File: src/rtl/dds_multi_pkg.sv
// Shared definitions for the multi-channel DDS.
//   dds_mode_e : waveform select codes carried on the mode port and held per channel.
//   ModeW      : width of the mode field.
package dds_multi_pkg;

    localparam int unsigned ModeW = 2;

    typedef enum logic [ModeW-1:0] {
        ModeSaw = 2'b00,
        ModeSqr = 2'b01,
        ModeTri = 2'b10,
        ModeSin = 2'b11
    } dds_mode_e;

endpackage

File: src/rtl/dds_multi_sine_lut.sv
// Quarter-wave sine ROM with a registered read (second pipeline stage of the sine path).
//   clk    : system clock
//   rst_n  : synchronous active-low reset, clears the read register
//   en_i   : read register advances only when high (pipeline stall otherwise)
//   addr_i : quarter-wave index, 0 = phase 0, 2^LUT_AW-1 = just below 90 degrees
//   amp_o  : amplitude 0 .. 2^DW-1
// The table is built at elaboration from an integer rational approximation of sin()
// (Bhaskara I form, < 0.2 % error), so no real arithmetic reaches synthesis.
module dds_multi_sine_lut #(
    parameter int unsigned LUT_AW = 6,
    parameter int unsigned DW     = 7
) (
    input  logic              clk,
    input  logic              rst_n,
    input  logic              en_i,
    input  logic [LUT_AW-1:0] addr_i,
    output logic [DW-1:0]     amp_o
);

    localparam int unsigned N = 2 ** LUT_AW;

    // sin(x) ~= 4x(H-x) / (5H^2/4 - x(H-x)) with H = 2N representing 180 degrees.
    function automatic logic [DW-1:0] sine_val(input int unsigned idx);
        longint unsigned n, x, xr, amax, num, den;
        n    = longint'(N);
        x    = longint'(idx);
        amax = (64'd1 << DW) - 64'd1;
        xr   = x * (64'd2 * n - x);
        num  = 64'd4 * xr * amax;
        den  = 64'd5 * n * n - xr;
        return DW'((64'd2 * num + den) / (64'd2 * den));
    endfunction

    logic [DW-1:0] rom [N];

    for (genvar i = 0; i < N; i++) begin : g_rom
        assign rom[i] = sine_val(i);
    end

    logic [DW-1:0] amp_q;

    always_ff @(posedge clk) begin
        if (!rst_n) begin
            amp_q <= '0;
        end else if (en_i) begin
            amp_q <= rom[addr_i];
        end
    end

    assign amp_o = amp_q;

endmodule

File: src/rtl/dds_multi.sv
// Multi-channel direct digital synthesiser.
//   clk       : system clock
//   rst_n     : synchronous active-low reset
//   en        : advance accumulators and pipeline; hold everything when low
//   set       : one-cycle load strobe for channel ch_sel (accepted regardless of en)
//   ch_sel    : target channel of set
//   m         : tuning word
//   phase_off : phase offset added after the accumulator
//   mode      : 00 saw, 01 square, 10 triangle, 11 sine
//   defer     : 1 = tuning word takes effect at the channel's next wrap
//   sync      : zero all accumulators and drop pending loads
//   out       : channel c sample at [c*OUT_W +: OUT_W], unsigned offset-binary
//   wrap      : one-cycle pulse per channel on accumulator carry-out
// Pipeline: acc -> S1 (p = acc + offset, top bits only) -> S2 (waveform) -> out.
module dds_multi
    import dds_multi_pkg::*;
#(
    parameter int unsigned NCH    = 2,
    parameter int unsigned ACC_W  = 32,
    parameter int unsigned OUT_W  = 8,
    parameter int unsigned LUT_AW = 6,
    localparam int unsigned ChW   = (NCH > 1) ? $clog2(NCH) : 1
) (
    input  logic                 clk,
    input  logic                 rst_n,
    input  logic                 en,
    input  logic                 set,
    input  logic [ChW-1:0]       ch_sel,
    input  logic [ACC_W-1:0]     m,
    input  logic [ACC_W-1:0]     phase_off,
    input  logic [ModeW-1:0]     mode,
    input  logic                 defer,
    input  logic                 sync,
    output logic [NCH*OUT_W-1:0] out,
    output logic [NCH-1:0]       wrap
);

    // Only the top phase bits feed the waveforms, so S1 keeps just those.
    localparam int unsigned PW = (OUT_W > LUT_AW + 2) ? OUT_W : LUT_AW + 2;

    for (genvar c = 0; c < NCH; c++) begin : g_ch
        logic [ACC_W-1:0]  acc_q, acc_d, tw_q, tw_d;
        logic [ACC_W-1:0]  pend_tw_q, pend_tw_d, off_q, off_d;
        logic              pend_q, pend_d, wrap_q, wrap_d;
        dds_mode_e         mode_q, mode_d;
        logic [ACC_W:0]    sum;
        logic              sel;

        logic [PW-1:0]     p_q, p_d;
        dds_mode_e         mode_s2_q;
        logic              half_q;
        logic [OUT_W-1:0]  wave_q, wave_d, tri_v, p_top;
        logic [OUT_W-2:0]  amp;
        logic [LUT_AW-1:0] lut_idx;

        assign sel = set && (ch_sel == ChW'(c));
        assign sum = {1'b0, acc_q} + {1'b0, tw_q};

        always_comb begin
            acc_d     = acc_q;
            tw_d      = tw_q;
            pend_tw_d = pend_tw_q;
            pend_d    = pend_q;
            off_d     = off_q;
            mode_d    = mode_q;
            wrap_d    = 1'b0;
            if (sync) begin
                acc_d  = '0;
                pend_d = 1'b0;
            end else if (en) begin
                acc_d  = sum[ACC_W-1:0];
                wrap_d = sum[ACC_W];
                // The wrapping addition already used the old word; the new one starts next.
                if (sum[ACC_W] && pend_q) begin
                    tw_d   = pend_tw_q;
                    pend_d = 1'b0;
                end
            end
            // Applied after the wrap handling so a load in the wrap cycle becomes the new
            // pending word (or the live word, if immediate) rather than being consumed.
            if (sel) begin
                mode_d = dds_mode_e'(mode);
                off_d  = phase_off;
                if (defer && !sync) begin
                    pend_tw_d = m;
                    pend_d    = 1'b1;
                end else begin
                    tw_d   = m;
                    pend_d = 1'b0;
                end
            end
        end

        always_comb begin
            p_d   = PW'((acc_q + off_q) >> (ACC_W - PW));
            p_top = p_q[PW-1 -: OUT_W];
            tri_v = {p_top[OUT_W-2:0], 1'b0};
            // Quadrants 1 and 3 read the quarter wave backwards.
            lut_idx = p_q[PW-2] ? ~p_q[PW-3 -: LUT_AW] : p_q[PW-3 -: LUT_AW];
            unique case (mode_q)
                ModeSaw: wave_d = p_top;
                ModeSqr: wave_d = p_q[PW-1] ? {OUT_W{1'b0}} : {OUT_W{1'b1}};
                ModeTri: wave_d = p_q[PW-1] ? ~tri_v : tri_v;
                ModeSin: wave_d = '0;  // sine comes from the LUT register instead
            endcase
        end

        always_ff @(posedge clk) begin
            if (!rst_n) begin
                acc_q     <= '0;
                tw_q      <= '0;
                pend_tw_q <= '0;
                pend_q    <= 1'b0;
                off_q     <= '0;
                mode_q    <= ModeSaw;
                wrap_q    <= 1'b0;
                p_q       <= '0;
                wave_q    <= '0;
                mode_s2_q <= ModeSaw;
                half_q    <= 1'b0;
            end else begin
                acc_q     <= acc_d;
                tw_q      <= tw_d;
                pend_tw_q <= pend_tw_d;
                pend_q    <= pend_d;
                off_q     <= off_d;
                mode_q    <= mode_d;
                wrap_q    <= wrap_d;
                if (en) begin
                    p_q       <= p_d;
                    wave_q    <= wave_d;
                    mode_s2_q <= mode_q;
                    half_q    <= p_q[PW-1];
                end
            end
        end

        dds_multi_sine_lut #(
            .LUT_AW (LUT_AW),
            .DW     (OUT_W - 1)
        ) u_lut (
            .clk    (clk),
            .rst_n  (rst_n),
            .en_i   (en),
            .addr_i (lut_idx),
            .amp_o  (amp)
        );

        // {1,a} = mid + a; {0,~a} = mid - 1 - a.
        assign out[c*OUT_W +: OUT_W] = (mode_s2_q == ModeSin) ?
                                       {~half_q, (half_q ? ~amp : amp)} : wave_q;
        assign wrap[c] = wrap_q;
    end

endmodule

File: config.mk
export PLATFORM = sky130hd
export DESIGN_NAME = dds_multi
export DESIGN_NICKNAME = d
export VERILOG_FILES = /design/src/rtl/dds_multi_pkg.sv /design/src/rtl/dds_multi_sine_lut.sv /design/src/rtl/dds_multi.sv
export SDC_FILE = /design/constraint.sdc
export NUM_CORES = 1
export LEC_CHECK = 0
export CAP_MARGIN = 40
export CORE_MARGIN = 2
export CORE_UTILIZATION = 38
export CTS_BUF_LIST = sky130_fd_sc_hd__clkbuf_2 sky130_fd_sc_hd__clkbuf_4 sky130_fd_sc_hd__clkbuf_8
export DETAILED_ROUTE_END_ITERATION = 8
export SYNTH_ARGS = -nofsm -noshare
export SYNTH_HDL_FRONTEND = slang
export SYNTH_SLANG_ARGS = --single-unit
export TNS_END_PERCENT = 30
File: constraint.sdc
create_clock -name clk -period 2.7 [get_ports clk]
set_clock_uncertainty 0.05 [all_clocks]
set_input_delay 0.54 -clock clk [delete_from_list [all_inputs] [get_ports clk]]
set_output_delay 0.54 -clock clk [all_outputs]
set_load 0.01 [all_outputs]
==> results by group <==
Synthesis
  – Top post-synthesis cells by area: dfxtp_1 (35%), ha_1 (9.3%), nand2_1 (9.1%)
  – Register area share after synthesis: 34.5%
  – Area share of the largest cell type after synthesis: 34.5%
  – Yosys warnings: 0
  – Cell taking the most area after synthesis: dfxtp_1
  – Mapped cell area: 0.0183 mm^2
  – Number of synthesized flops with an enable pin: 0
  – Cell variety after synth: 77
  – Synth Instances: 2,346
  – Synthesized area per cell: 7.81 um^2
  – Synthesis-stage register bit count: 316
  – Top FF cell, synth: dfxtp_1
  – Asr flop ratio synth: 0%
  – Syn Nets: 2,557

Power and ir drop
  – Static Leak: 0.00955 uW
  – Power density cells: 497 mW/mm^2
  – Clk pwr share: 40.0%
  – Switch Pwr: 3110 uW
  – Final Power: 11,200 uW
  – Combinational power share: 15.2%
  – IR drop worst, VDD: 0.310 mV
  – Switching fraction of total power: 27.7%
  – Internal: 8130 uW
  – Flop pwr share: 44.8%

Hold path
  – Type of the worst min-delay path: reg -> reg
  – Worst Hold End: g_ch[0].pend_tw_q[11]
  – Hold Path Cell Cnt: 2
  – HP Start: g_ch[0].pend_tw_q[11]

Critical path
  – Critical path type: reg -> reg
  – Worst R2R Path Depth: 12
  – RR Startpoint: g_ch[1].tw_q[0]
  – CP top delay family: compound AO/OA/AOI/OAI gates
  – Crit path depth: 12
  – Startpoint Class: register
  – FF-to-FF setup slack: -0.18 ns
  – CP max FO: 3
  – CP required: 3.18 ns
  – CP endpoint kind: register
  – Critical R2R Capture: g_ch[1].acc_q[30]
  – Slowest stage delay, CP: 0.41 ns
  – Crit path max-delay cell type: or4_1
  – Most Frequent Cell on Critical Path: o211ai_1
  – Critical path arrival: 3.37 ns
  – Cells along the critical path: ha_4 > fa_2 > a211oi_4 > o21ai_2 > a211oi_2 > buf_4 > o211ai_1 > a31o_2 > a31oi_4 > o41ai_1 > or4_1 > o211ai_1
  – Buf+Inv Stages, Crit Path: 1

STA
  – Final setup TNS: -4.97 ns
  – Slew @ Worst Pin: 0.716 ns
  – F_max: 347 MHz
  – Tmin final: 2.88 ns
  – Fin crit share: 107%
  – Unrepaired setup endpoints after global routing: true
  – Setup slack after layout: -0.184 ns
  – Relative slew margins: 51.9%
  – Hold Vio Cnt, Final: 0
  – Final Slew Violations: 0
  – # setup viols final: 69
  – WHS: 0.403 ns

Floorplanning
  – Die Ht: 224 um
  – Starting Density: 38.4%
  – Core box area: 0.0476 mm^2
  – Number of core rows: 80
  – Die W: 224 um
  – Ports: 91
  – Die Area: 0.0500 mm^2

Final layout
  – Design Area, Final: 0.0226 mm^2
  – Area growth syn-to-layout: 23.5%
  – Commonest cells after routing, fill and taps aside: nand2_1 (432), a21oi_1 (318), dfxtp_1 (302)
  – # fillers: 4,699
  – Layout cells sized above 1: 15.5%
  – Storage element area: 0.00634 mm^2
  – Multi-input gate area: 0.0117 mm^2
  – Nets: 2,743
  – Most common cell after layout, fill and taps aside: nand2_1
  – Ant. Diodes: 0

Global route
  – First-pass GRT wire length: 87,800 um
  – Largest net degree at the start of global routing: 99
  – Total congestion overflow: 0
  – Initial antenna violation count: 0
  – Vias in the first global route: 16,700
  – GRT Total Usage: 21.7%

Placement
  – Post-DP Area: 0.0209 mm^2
  – Port buffer count: 90
  – Routability Congestion: 0.869
  – Hpwl dp: 39,900 um
  – Dpl ws: -0.341 ns

CTS
  – TritonCTS clock tree: yes
  – Clock buffer depth: 3
  – Clock sink total: 316
  – Clk root buf: clkbuf_8
  – Post-CTS Hold Fix Bufs: 0
  – Total CTS buffers: 52
  – Clk slew on worst S/H paths: 0.07 ns
  – # H-tree levels: 2
  – Worst skew pair latency: 0.61 ns

Drt
  – Via density: 5.47
  – Post-DRT Antenna Nets: 0
  – DR iter-0 viols: 1,398
  – WL/cell: 17.4 um
  – Routed vias: 17,400
  – Residual DRC: 0
  – Final wirelength: 55,400 um
  – First drt pass iteration count: 5

Flow run
  – Max-cap violations: 0

Outcome
  – Failing checks: setup timing
  – Outcome: complete, but fails checks
-- layout make-up --
cell class                 count  area share (%)
multi-input combinational   1845            51.5
sequential                   316            28.0
timing repair buffer         287            11.6
clock buffer                  83            4.61
tap                          615            3.40
inverter                      30           0.509
clock inverter                 8           0.299
-- timing repair --
action,in CTS,in global routing
gates cloned,2,2
resized for setup,44,60
setup buffers,9,8
endpoints found under the setup margin,107,111
pin swaps,44,58
endpoints found under the hold margin,0,0
-- worst max-delay path by stage --
stage | start | end
global placement | g_ch[1].tw_q[0] | g_ch[1].acc_q[30]
floorplan | g_ch[1].acc_q[0] | g_ch[1].acc_q[30]
CTS | g_ch[1].tw_q[0] | g_ch[1].tw_q[9]
detailed placement | g_ch[1].tw_q[0] | g_ch[1].acc_q[30]
finish | g_ch[1].tw_q[0] | g_ch[1].acc_q[30]
global route | g_ch[1].tw_q[0] | g_ch[1].acc_q[30]
-- cells in the mapped netlist, types with 13 or more instances --
library cell and n:
a211oi_1 39, a21o_1 35, a21oi_1 327, a31oi_1 48
clkbuf_1 125, dfxtp_1 316, ha_1 136, inv_1 26
mux2i_1 85, nand2_1 443, nand3_1 31, nand4_1 13
nor2_1 199, nor2b_1 17, nor3_1 18, o211ai_1 17
o21ai_0 142, o21bai_1 14, xnor2_1 70, xor2_1 43
-- tightest hold or removal path, delay by kind of cell (launching register included) --
kind	cells	cell delay, ns
flops	1	0.31
simple gates	1	0.05
compound gates	1	0.05
-- routing by layer --
metal / wire length [um] / up-vias / track usage (%)
li1: - / 8686 / -
met1: 25600 / 8294 / 28.7
met2: 26300 / 375 / 37.1
met3: 2250 / 69 / 2.99
met4: 1170 / 0 / 5.87
met5: 0 / - / 0
-- logic make-up (layout without fill, tap and decap cells) --
family	after synthesis	in the layout	share of synthesized area [%]
and+or+nand+nor	767	767	17.3
AOI/OAI and AO/OA	741	741	24.5
xor gates and xnor gates	113	113	5.40
adders and majority gates	139	139	9.56
muxes	85	85	4.64
DFF	316	316	34.5
buffers and inverters	185	408	4.08
-- power groups by stage --
stage	clock network, uW	registers, uW	logic (uW)
finish	4500	5040	1710
global placement	0	5130	1630
detailed placement	0	5140	1660
global route	4790	5060	1890
floorplan	0	5050	1080
CTS	4580	5040	1680
-- through the flow --
stage,utilization (%),instances
2_1_floorplan,-,2346
5_1_grt,47.5,3184
3_5_place_dp,43.8,3075
3_3_place_gp,43.8,3075
4_1_cts,46.8,3176
6_report,47.5,3184
-- flip-flops by register name (all words and copies together), names as in the netlist --
signal / cells
g_ch.pend_tw_q: 64
g_ch.off_q: 64
g_ch.acc_q: 64
g_ch.u_lut.amp_o: 14
g_ch.wrap_q: 2
g_ch.wave_q: 16
g_ch.p_q: 16
g_ch.mode_q: 4
g_ch.mode_s2_q: 4
g_ch.tw_q: 64
g_ch.pend_q: 2
g_ch.half_q: 2
Note: power is estimated with default switching activity, not from simulation.
